===== src/rtl/fifo_burst_arbiter.sv =====
// fifo_burst_arbiter: round-robin fixed-burst reader for two prefetch FIFOs feeding one tagged write stream.
// Define FIFO_BURST_ARB_STAT_EN to add burst/stall counters.
module fifo_burst_arbiter #(
  parameter int unsigned BURST_LEN = 16,
  parameter int unsigned ADDR_W = 24,
  parameter logic [ADDR_W-1:0] CH0_BASE = 24'h000000,
  parameter logic [ADDR_W-1:0] CH1_BASE = 24'h100000,
  parameter logic [ADDR_W-1:0] REGION_WORDS = 24'h080000
) (
  input  logic              rd_clk,
  input  logic              rd_rst,
  input  logic              arb_en,
  input  logic              ch0_vld,
  input  logic [63:0]       ch0_data,
  output logic              ch0_en,
  input  logic              ch1_vld,
  input  logic [63:0]       ch1_data,
  output logic              ch1_en,
  output logic              out_vld,
  input  logic              out_rdy,
  output logic [63:0]       out_data,
  output logic [ADDR_W-1:0] out_addr,
  output logic              out_ch,
  output logic              out_last,
`ifdef FIFO_BURST_ARB_STAT_EN
  output logic [31:0]       stat_bursts0,
  output logic [31:0]       stat_bursts1,
  output logic [31:0]       stat_stall,
`endif
  output logic              busy
);
  localparam int CW = $clog2(BURST_LEN);
  localparam logic [0:0] IDLE = 1'b0;
  localparam logic [0:0] BURST = 1'b1;
  logic [0:0] state;
  logic gnt, rr_last, gnt_vld, pop, last_beat;
  logic [ADDR_W-1:0] ptr0, ptr1, ptr, ptr_nxt;
  logic [CW-1:0] beat_cnt;
  always_comb begin
    gnt_vld = gnt ? ch1_vld : ch0_vld;
    pop = !rd_rst && state == BURST && gnt_vld && (!out_vld || out_rdy);
    ch0_en = pop && !gnt;
    ch1_en = pop && gnt;
    ptr = gnt ? ptr1 : ptr0;
    ptr_nxt = (ptr == REGION_WORDS - 1'b1) ? '0 : ptr + 1'b1;
    last_beat = beat_cnt == CW'(BURST_LEN - 1);
  end
  assign busy = state == BURST;
  always_ff @(posedge rd_clk) begin
    if (rd_rst) begin
      state <= IDLE;
      gnt <= 1'b0;
      rr_last <= 1'b1;
      ptr0 <= '0;
      ptr1 <= '0;
      beat_cnt <= '0;
      out_vld <= 1'b0;
      out_last <= 1'b0;
      out_ch <= 1'b0;
      out_data <= '0;
      out_addr <= '0;
    end else begin
      if (state == IDLE && arb_en && (ch0_vld || ch1_vld)) begin
        gnt <= (ch0_vld && ch1_vld) ? !rr_last : ch1_vld;
        state <= BURST;
      end
      if (pop) begin
        out_vld <= 1'b1;
        out_data <= gnt ? ch1_data : ch0_data;
        out_ch <= gnt;
        out_addr <= (gnt ? CH1_BASE : CH0_BASE) + ptr;
        out_last <= last_beat;
        if (gnt) ptr1 <= ptr_nxt;
        else ptr0 <= ptr_nxt;
        // power-of-2 burst length lets the counter wrap to 0 on its own
        beat_cnt <= beat_cnt + 1'b1;
        if (last_beat) begin
          rr_last <= gnt;
          state <= IDLE;
        end
      end else if (out_rdy) out_vld <= 1'b0;
    end
  end
`ifdef FIFO_BURST_ARB_STAT_EN
  always_ff @(posedge rd_clk) begin
    if (rd_rst) begin
      stat_bursts0 <= '0;
      stat_bursts1 <= '0;
      stat_stall <= '0;
    end else begin
      if (out_vld && out_rdy && out_last && !out_ch) stat_bursts0 <= stat_bursts0 + 1'b1;
      if (out_vld && out_rdy && out_last && out_ch) stat_bursts1 <= stat_bursts1 + 1'b1;
      if (busy && !gnt_vld) stat_stall <= stat_stall + 1'b1;
    end
  end
`endif
endmodule


===== config.mk =====
export PLATFORM = sky130hd
export DESIGN_NAME = fifo_burst_arbiter
export DESIGN_NICKNAME = d
export VERILOG_FILES = /design/src/rtl/fifo_burst_arbiter.sv
export SDC_FILE = /design/constraint.sdc
export NUM_CORES = 1
export LEC_CHECK = 0
export ABC_CLOCK_PERIOD_IN_PS = 4400
export CORE_ASPECT_RATIO = 0.75
export CORE_UTILIZATION = 49
export DETAILED_ROUTE_END_ITERATION = 10
export PLACE_DENSITY = 0.86
export SYNTH_ARGS = -nofsm -noshare
export SYNTH_HDL_FRONTEND = slang
export SYNTH_SLANG_ARGS = --single-unit

===== constraint.sdc =====
create_clock -name rd_clk -period 4.4 [get_ports rd_clk]
set_input_delay 0.44 -clock rd_clk [delete_from_list [all_inputs] [get_ports rd_clk]]
set_output_delay 0.44 -clock rd_clk [all_outputs]
set_load 0.01 [all_outputs]

==> results.md, run 1 <==
* First-pass GRT wire length at 27800 microns
* Max stage delay on crit path at 0.94 ns
* Top post-synthesis cells by count: 146 x dfxtp_1, 103 x nor2_1, 79 x a211oi_1, 79 x mux2i_1, 58 x nand2_1
* Number of diodes at 0
* Status: finished, final reports clean
* Placed inst area at 8930 sq um
* Worst-skew pair later-pin latency at 0.42 ns
* Number of global-route vias before repair at 5553
* CP cell instances: mux2_2 -> and4b_4 -> buf_4 -> nand2_1 -> clkinv_1 -> clkdlybuf4s50_1
* Fill cells at 1013
* DRT Wirelength at 18400 microns
* Layout cells sized above 1 at 0.0601
* Cell area after synthesis at 6640 sq um
* Yosys reg bits at 146
* CTS resizes at 0
* Worst slew margin at 0.261
* Fmax at 283 MHz
* Nets at 1075
* Clock sinks at 146
* Power Dens Cells at 346 nW/um^2
* Non-Filler Instances at 1120
* Area occupied by multi-input gates at 3420 sq um
* Reg area at 2930 sq um
* Crit path DAT at 3.09 ns
* CTS Hold Buffers Added at 0
* Largest area contributor in the netlist: dfxtp_1
* DR WL/cell at 16.4 microns
* Tot Pwr at 3.31 mW
* Final setup violation count at 0
* Dpl hpwl at 12600 microns
* Area added between synthesis and finish at 44.2%
* CTS tree: yes
* VDD IR max at 0.269 mV
* Kind of critical path: reg2out
* Critical Path Source: gnt
* H-Tree Depth at 4
* Tmin final at 3.53 ns
* Largest net degree at the start of global routing at 121
* Post-route ant nets at 0
* RePlAce Congestion at 0.863
* Share of the synthesized area in the top cell type at 0.441
* Number of flops mapped to enable cells by yosys at 0
* Placed Cells at 1089
* Syn nets at 878
* Initial antenna violation count at 0
* Final worst path period share at 0.802
* Max clock buf depth at 2
* Min Hold Slack at 0.450 ns
* Min-Delay Startpoint: rd_rst
* Critical Path Fanout Max at 60
* Main synth FF type: dfxtp_1
* Reg-to-reg startpoint: gnt
* Slowest library cell on the worst path: dfxtp_4
* TritonCTS Buffers at 17
* Core box area at 13100 sq um
* Post-CTS setup repair buffer count at 0
* Post-Syn Instances at 740
* Via count at 6182
* RSZ-0062 raised after global routing: no
* Max_cap viols at 0
* Buf/Inv on CP at 3
* Count of pins over their slew limit at 0
* Worst Max-Slew Pin Slew at 1.11 ns
* Top cells by area, synth: dfxtp_1 44%, mux2i_1 12%, a211oi_1 8.9%
* Top-count cell post-synth: dfxtp_1
* Yosys cell types at 52
* Post-route cell area at 9570 sq um
* Clk_skew at 0.00900 ns
* Fin. Hold Viols at 0
* Setup crit start kind: register
* Initial DRC Count at 438
* Die Span X at 136 microns
* CTS root buf: clkbuf_16
* Die area at 14000 sq um
* Type of the most critical hold path: in2reg
* Post-synthesis sequential area ratio at 0.441
* Async SR Flop Fraction at 0
* Row cnt at 36
* Ports at 228
* Yosys warns at 0
* All-Layer GR Usage at 0.256
* Initial Utilization at 0.506
* Clk slew on worst S/H paths at 0.06 ns
* Mapped Avg Cell Area at 8.97 sq um
* # port buffers at 227
* Drt via density at 5.52
* Leakage at 3.16 nW
* Vert. Die Dim at 103 microns
* Setup tns final at 0 ns
* First drt pass iteration count at 5
* Detailed-route DRC error count at 0
* CP endpoint kind: output port
* Crit path required time at 3.96 ns
* CP top delay family: buffers and inverters
* Total gr overflow at 0
## per-layer routing
| metal | track usage | up-vias | part of all wire |
|---|---|---|---|
| met5 | 0 | - | 0 |
| met2 | 0.410 | 240 | 0.46 |
| met3 | 0.0772 | 15 | 0.083 |
| li1 | - | 3079 | - |
| met1 | 0.332 | 2848 | 0.45 |
| met4 | 0.0761 | 0 | 0.010 |
## state kept, by name, summed over array words and instances (netlist names)
| name | cells |
|---|---|
| out_data | 64 |
| out_addr | 24 |
| ptr0 | 24 |
| ptr1 | 24 |
| beat_cnt | 4 |
| busy | 1 |
| gnt | 1 |
| out_ch | 1 |
| out_last | 1 |
| out_vld | 1 |
| rr_last | 1 |
## metrics by stage
stage	setup slack (ns)	util
after CTS	0.823	0.730
after global placement	1.18	0.681
final	0.871	0.730
after global routing	0.685	0.730
after detailed placement	1.05	0.681
after floorplan	1.54	-
## worst reg2reg max path, stage by stage, from the launching register on
cell      delay, ns
dfxtp_4        0.94
mux2_2         0.33
and4b_4        0.23
buf_4          0.40
buf_4          0.91
nor2_1         0.16
a211oi_1       0.30
## area by class of cell
| class | count | area share |
|---|---|---|
| multi-input combinational | 528 | 0.358 |
| sequential | 146 | 0.306 |
| timing repair buffer | 236 | 0.244 |
| clock buffer | 19 | 0.0474 |
| tap | 171 | 0.0224 |
| clock inverter | 12 | 0.0188 |
| inverter | 8 | 0.00314 |
## placed cells by master (no fill, tap or decap), drive strengths merged, types with 5 or more instances in the layout
cell type        n
clkdlybuf4s50  226
dfxtp          146
nor2           103
mux2i           79
a211oi          79
nand2           58
o21ai           36
a21oi           30
nand3           23
nand3b          21
clkbuf          19
xor2            12
xnor2           10
buf             10
nand4           10
inv              9
nand4b           8
or3              7
a22oi            5
nor3             5
## kinds of logic (layout without fill, tap and decap cells)
group	count (synthesis)	after routing	share of synthesized area
simple gates	251	251	0.184
compound gates	168	168	0.169
flops	146	146	0.441
mux	83	83	0.126
buf+inv	66	275	0.0439
xor+xnor	22	22	0.0290
fa+ha+maj	4	4	0.00754
## worst paths after layout
check,to,slack [ns],cells after the start
setup / recovery,ch1_en,0.87,6
hold / removal,ptr1[2],0.45,2
setup reg to reg,out_data[56],1.03,6
hold reg to reg,out_addr[21],0.45,2
## power by group
group          switching (mW)  internal, mW  total, mW
logic                   0.147         0.225      0.371
registers              0.0304          1.36       1.39
clock network           0.566         0.978       1.54
Power figures use the tool's default switching activity.
==> run 2: changes to the inputs <==
==> config.mk (replaced) <==
export PLATFORM = sky130hd
export DESIGN_NAME = fifo_burst_arbiter
export DESIGN_NICKNAME = d
export VERILOG_FILES = /design/src/rtl/fifo_burst_arbiter.sv
export SDC_FILE = /design/constraint.sdc
export NUM_CORES = 1
export LEC_CHECK = 0
export ABC_CLOCK_PERIOD_IN_PS = 2900
export CORE_ASPECT_RATIO = 0.75
export CORE_UTILIZATION = 41
export DETAILED_ROUTE_END_ITERATION = 10
export PLACE_DENSITY = 0.76
export SYNTH_ARGS = -nofsm -noshare
export SYNTH_HDL_FRONTEND = slang
export SYNTH_SLANG_ARGS = --single-unit
==> constraint.sdc (replaced) <==
create_clock -name rd_clk -period 2.9 [get_ports rd_clk]
set_input_delay 0.29 -clock rd_clk [delete_from_list [all_inputs] [get_ports rd_clk]]
set_output_delay 0.29 -clock rd_clk [all_outputs]
set_load 0.01 [all_outputs]
==> results.md, run 2 (synthesized netlist as in run 1, its figures left out) <==
* Status: finished, final reports clean
* CP cell instances: mux2_2 -> and4b_4 -> nand2_1 -> clkinv_1 -> clkdlybuf4s50_1
* H-Tree Depth at 4 (unchanged)
* Pint at 4.02 mW (+57%)
* Drt via density at 5.27 (-4.6%)
* Crit path required time at 2.61 ns (-1.35 ns)
* Leakage at 3.27 nW (+3.4%)
* Largest net degree at the start of global routing at 163 (+35%)
* First drt pass iteration count at 4 (-1)
* Max_cap viols at 0 (unchanged)
* Placement Setup Slack at 0.374 ns (-0.678 ns)
* Vert. Die Dim at 112 microns (+9.1%)
* Area added between synthesis and finish at 47.4%
* Met3 wire length at 1640 microns (+6.8%)
* Switch Pwr at 1.11 mW (+49%)
* Fmax at 365 MHz
* Most frequent cells in the layout: 226 x clkdlybuf4s50_1, 145 x dfxtp_1, 103 x nor2_1
* Final setup violation count at 0 (unchanged)
* Buf/Inv on CP at 2 (-1)
* Setup tns final at 0 ns (unchanged)
* TritonCTS Buffers at 17 (unchanged)
* Fill cells at 1358 (+34%)
* Initial DRC Count at 396 (-9.6%)
* Post-route ant nets at 0 (unchanged)
* Number of diodes at 0 (unchanged)
* Met1 Wirelength at 8330 microns (+1.7%)
* Count of pins over their slew limit at 0 (unchanged)
* Slowest library cell on the worst path: dfxtp_4
* Via count at 6172 (-0.16%)
* Met2 wire length at 8150 microns (-3.9%)
* Worst-skew pair later-pin latency at 0.41 ns (about the same)
* Worst Max-Slew Pin Slew at 0.821 ns (-0.287 ns)
* DR WL/cell at 15.6 microns (-5.1%)
* Sw frac at 0.216 (-0.00861)
* Min Hold Slack at 0.361 ns (-0.0892 ns)
* Setup crit start kind: register
* CTS resizes at 0 (unchanged)
* Nets at 1092 (+1.6%)
* RSZ-0062 raised after global routing: no
* CTS tree: yes
* Logic pwr share at 0.112 (about the same)
* Dpl hpwl at 13000 microns (+3.2%)
* Crit path DAT at 2.45 ns (-0.64 ns)
* CP top delay family: buffers and inverters
* DRT Wirelength at 18200 microns (-0.75%)
* Layout cells sized above 1 at 0.0755 (+0.0154)
* Row cnt at 39 (+8.3%)
* Kind of critical path: reg2out
* Power Dens Cells at 525 nW/um^2 (+52%)
* Initial Utilization at 0.428 (-0.0786)
* Part of the power in registers at 0.409 (-0.011)
* Clock power share at 0.479 (+0.012)
* Core box area at 15500 sq um (+18%)
* Clock sinks at 146 (unchanged)
* Final worst path period share at 0.944
* Clk slew on worst S/H paths at 0.06 ns (about the same)
* RePlAce Congestion at 0.824 (-4.5%)
* Worst slew margin at 0.453 (+0.191)
* Post-CTS setup repair buffer count at 0 (unchanged)
* Ports at 228 (unchanged)
* Type of the most critical hold path: in2reg
* Most common cell after layout, fill and taps aside: clkdlybuf4s50_1
* All-Layer GR Usage at 0.213 (-0.0423)
* Max stage delay on crit path at 0.55 ns (-0.39 ns)
* Detailed-route DRC error count at 0 (unchanged)
* Max clock buf depth at 2 (unchanged)
* Die area at 16700 sq um (+19%)
* First-pass GRT wire length at 28500 microns (+2.4%)
* CTS Hold Buffers Added at 0 (unchanged)
* Critical Path Fanout Max at 26 (-57%)
* Setup WS post-layout at 0.163 ns (-0.708 ns)
* CTS root buf: clkbuf_16
* Clk_skew at 0.00953 ns (+0.000531 ns)
* # port buffers at 227 (unchanged)
* Tmin final at 2.74 ns
* Fin. Hold Viols at 0 (unchanged)
* Final core occ at 0.630 (-0.0995)
* Number of global-route vias before repair at 5675 (+2.2%)
* DR top layer: met4
* Most flop-heavy register: out_data
* Total gr overflow at 0 (unchanged)
* Die Span X at 149 microns (+9.2%)
* VDD IR max at 0.414 mV (+54%)
* CP endpoint kind: output port
* Max reg flops at 64 (unchanged)
* Initial antenna violation count at 0 (unchanged)
## run 2: final timing paths
check	start	endpoint	slack (ns)	cells past startpoint
setup / recovery	gnt	ch1_en	0.16	5
hold / removal	rd_rst	out_addr[21]	0.36	4
setup reg to reg	gnt	ptr1[3]	0.41	8
hold reg to reg	out_addr[20]	out_addr[20]	0.46	2
## run 2: layout make-up
type | instances | area (sq um) | area share
clock buffers | 19 | 433 | 0.0443
clock inverters | 13 | 233 | 0.0238
inverters | 8 | 30.0 | 0.00307
multi-input cells | 528 | 3420 | 0.350
flip-flops and latches | 146 | 2930 | 0.299
well taps | 205 | 256 | 0.0262
repair buffers | 253 | 2480 | 0.253
## run 2: through the flow
| step | instance area [sq um] | total power, mW | cells |
|---|---|---|---|
| after floorplan | 6640 | 2.38 | 740 |
| after global placement | 9110 | 2.71 | 1140 |
| after detailed placement | 9110 | 2.72 | 1140 |
| after CTS | 9780 | 5.19 | 1172 |
| after global routing | 9780 | 5.33 | 1172 |
| final | 9780 | 5.13 | 1172 |
## run 2: power groups by stage
stage          registers [mW]  clock network (mW)  logic, mW
2_1_floorplan            2.16                   0      0.221
3_3_place_gp             2.14                   0      0.572
3_5_place_dp             2.14                   0      0.578
4_1_cts                  2.10                2.51      0.581
5_1_grt                  2.10                2.60      0.622
6_report                 2.10                2.46      0.575
## run 2: worst min-delay path: cells and delay by family
family                 cells  cell delay (ns)
and+or+nand+nor            2             0.30
AOI/OAI and AO/OA          1             0.05
buffers and inverters      1             0.08
## run 2: per-layer routing
metal  vias up  track usage
li1       3107            -
met1      2813        0.284
met2       237        0.333
met3        15       0.0654
met4         0       0.0585
met5         -            0
==> variant (config.mk and constraints of run 2) <==
Change the parameter `BURST_LEN` from 16 to 32.
--- a/src/rtl/fifo_burst_arbiter.sv
+++ b/src/rtl/fifo_burst_arbiter.sv
@@ -1,7 +1,7 @@
 // fifo_burst_arbiter: round-robin fixed-burst reader for two prefetch FIFOs feeding one tagged write stream.
 // Define FIFO_BURST_ARB_STAT_EN to add burst/stall counters.
 module fifo_burst_arbiter #(
-  parameter int unsigned BURST_LEN = 16,
+  parameter int unsigned BURST_LEN = 32,
   parameter int unsigned ADDR_W = 24,
   parameter logic [ADDR_W-1:0] CH0_BASE = 24'h000000,
   parameter logic [ADDR_W-1:0] CH1_BASE = 24'h100000,
Formal check against the unedited RTL: no difference found for any inputs over 10 cycles, from zero or initial values and one cycle with rd_rst high; that may be too few to reach the edited logic, so the function may still have changed.
==> variant against run 2 <==
Fmax grew 1.3%; worst hold slack lost 0.14 ns; non-clock buffer count unchanged; clock skew about the same; setup slack improved by 0.035 ns; sequential cell count is 1 higher; cell area grew 0.87%; synthesized area is 1.5% higher; wire length rose by 9.7%; power decreased by 4.0%.
==> variant: results (changes against run 2) <==
stage	metric	value	unit	change
cells_and_area	share of cells above drive strength 1	7.867	%	was 7.549%
synthesis	Synth Area in Compound Gates	18.88	%	was 16.93%
detailed_routing	Vias	6307		was 6172
synthesis	synthesized-area fraction occupied by xor and xnor cells	2.471	%	was 2.904%
global_routing	initial antenna violation count	0		unchanged
synthesis	Syn Inst Count	738		was 740
cells_and_area	antenna cells	0		unchanged
pwr	Max rail drop VDD	0.3861	mV	was 0.4135 mV
global_routing	GRT Resource Usage Total	23.28	%	was 21.33%
cells_and_area	Filler Cells Inserted	1379		was 1358
placed_design	Post-DP Area	0.009260	mm^2	was 0.009115 mm^2
synthesis	dominant cells by area after synthesis	dfxtp_1, mux2i_1, a211oi_1		unchanged
placed_design	pre-CTS setup slack	0.2981	ns	was 0.3741 ns
clock_tree	CTS Root Buffer Type	clkbuf_16		unchanged
sta	Worst-Margin Slew	1.033	ns	was 0.8212 ns
pwr	Int Pwr	3.790	mW	was 4.024 mW
detailed_routing	DRC	0		unchanged
detailed_routing	drt total wl	20020	um	was 18250 um
detailed_routing	first-iteration detailed-routing DRC count	479		was 396
synthesis	Adder-Cell Fraction of Synth Area	0.9290	%	was 0.7543%
detailed_routing	total iterations of the first detailed-routing run	6		was 4
global_routing	largest net degree at the start of global routing	101		was 163
synthesis	net count after synthesis	877		was 878
cells_and_area	Sequential Area	0.002947	mm^2	was 0.002927 mm^2
global_routing	vias in the first global route	5744		was 5675
synthesis	Commonest cells post-synth	dfxtp_1, nor2_1, mux2i_1, a211oi_1, nand2_1		was dfxtp_1, nor2_1, a211oi_1, mux2i_1, nand2_1
clock_tree	CTS buffer count	17		unchanged
detailed_routing	routed wire length per instance	17.03	um	was 15.57 um
placed_design	hpwl dp	14350	um	was 12950 um
clock_tree	clk_lat worst skew	0.43	ns	was 0.41 ns
placed_design	RePlAce Congestion	0.8613		was 0.8241
pwr	Leak Pwr	3.255	nW	was 3.269 nW
synthesis	Seq/Total Area, Yosys	43.70	%	was 44.05%
synthesis	post-synth cell types	56		was 52
status	outcome	finished clean		unchanged
critical_path	Slowest cell on crit path	o21ai_1		was dfxtp_4
clock_tree	H-tree depth	4		unchanged
global_routing	first-pass GRT wire length	30550	um	was 28480 um
critical_path	crit-path max FO	37		was 26
synthesis	post-synthesis mux area share	12.89	%	was 12.60%
sta	worst clock skew	0.009375	ns	was 0.009528 ns
critical_path	CP max stage delay	0.60	ns	was 0.55 ns
variant: cell count changes after synthesis, sizes merged, moves of 5 or more:
| cell | delta |
|---|---|
| buf | +5 |
| xor2 | -6 |
| o31ai | +12 |
| nor2 | -8 |
| nand2 | -16 |
| clkbuf | -6 |
variant: worst paths after layout:
| check | start | end | slack (ns) | depth (start not counted) |
|---|---|---|---|---|
| max reg2reg | gnt | ptr0[11] | 0.20 | 5 |
| min | rd_rst | out_vld | 0.22 | 4 |
| min reg2reg | out_addr[0] | out_addr[0] | 0.45 | 2 |
| max | gnt | ptr0[11] | 0.20 | 5 |
variant: cell type report:
cell class / count / area share (%)
clock buffers: 22 / 4.908
well taps: 210 / 2.663
clock inverters: 10 / 1.230
repair buffers: 253 / 25.36
flip-flops and latches: 147 / 29.87
inverters: 12 / 0.4566
multi-input cells: 522 / 35.51
variant: logic make-up after synthesis:
kind of cell    after synthesis
buf+inv                      69
compound gates              183
mux                          86
xor+xnor                     19
simple gates                229
fa+ha+maj                     5
flops                       147
variant: power by group through the flow:
stage | sequential (mW) | clock (mW) | combinational [mW]
3_5_place_dp | 2.16 | 0 | 0.588
2_1_floorplan | 2.17 | 0 | 0.220
4_1_cts | 2.11 | 2.27 | 0.594
6_report | 2.11 | 2.23 | 0.589
5_1_grt | 2.12 | 2.36 | 0.631
3_3_place_gp | 2.15 | 0 | 0.583
variant: critical path, delay by kind of cell (launching register included):
kind | cells | cell delay, ns
AO/OA/AOI/OAI | 3 | 1.25
AND/OR/NAND/NOR | 2 | 0.80
flip-flops | 1 | 0.48
variant: layer usage:
metal  global-route usage [%]  vias to the layer above  wire length (um)
li1                         -                     3149                 -
met1                    31.12                     2904              9225
met2                    36.82                      226              9054
met3                    6.048                       28              1434
met4                    6.869                        0               309
met5                        0                        -                 0
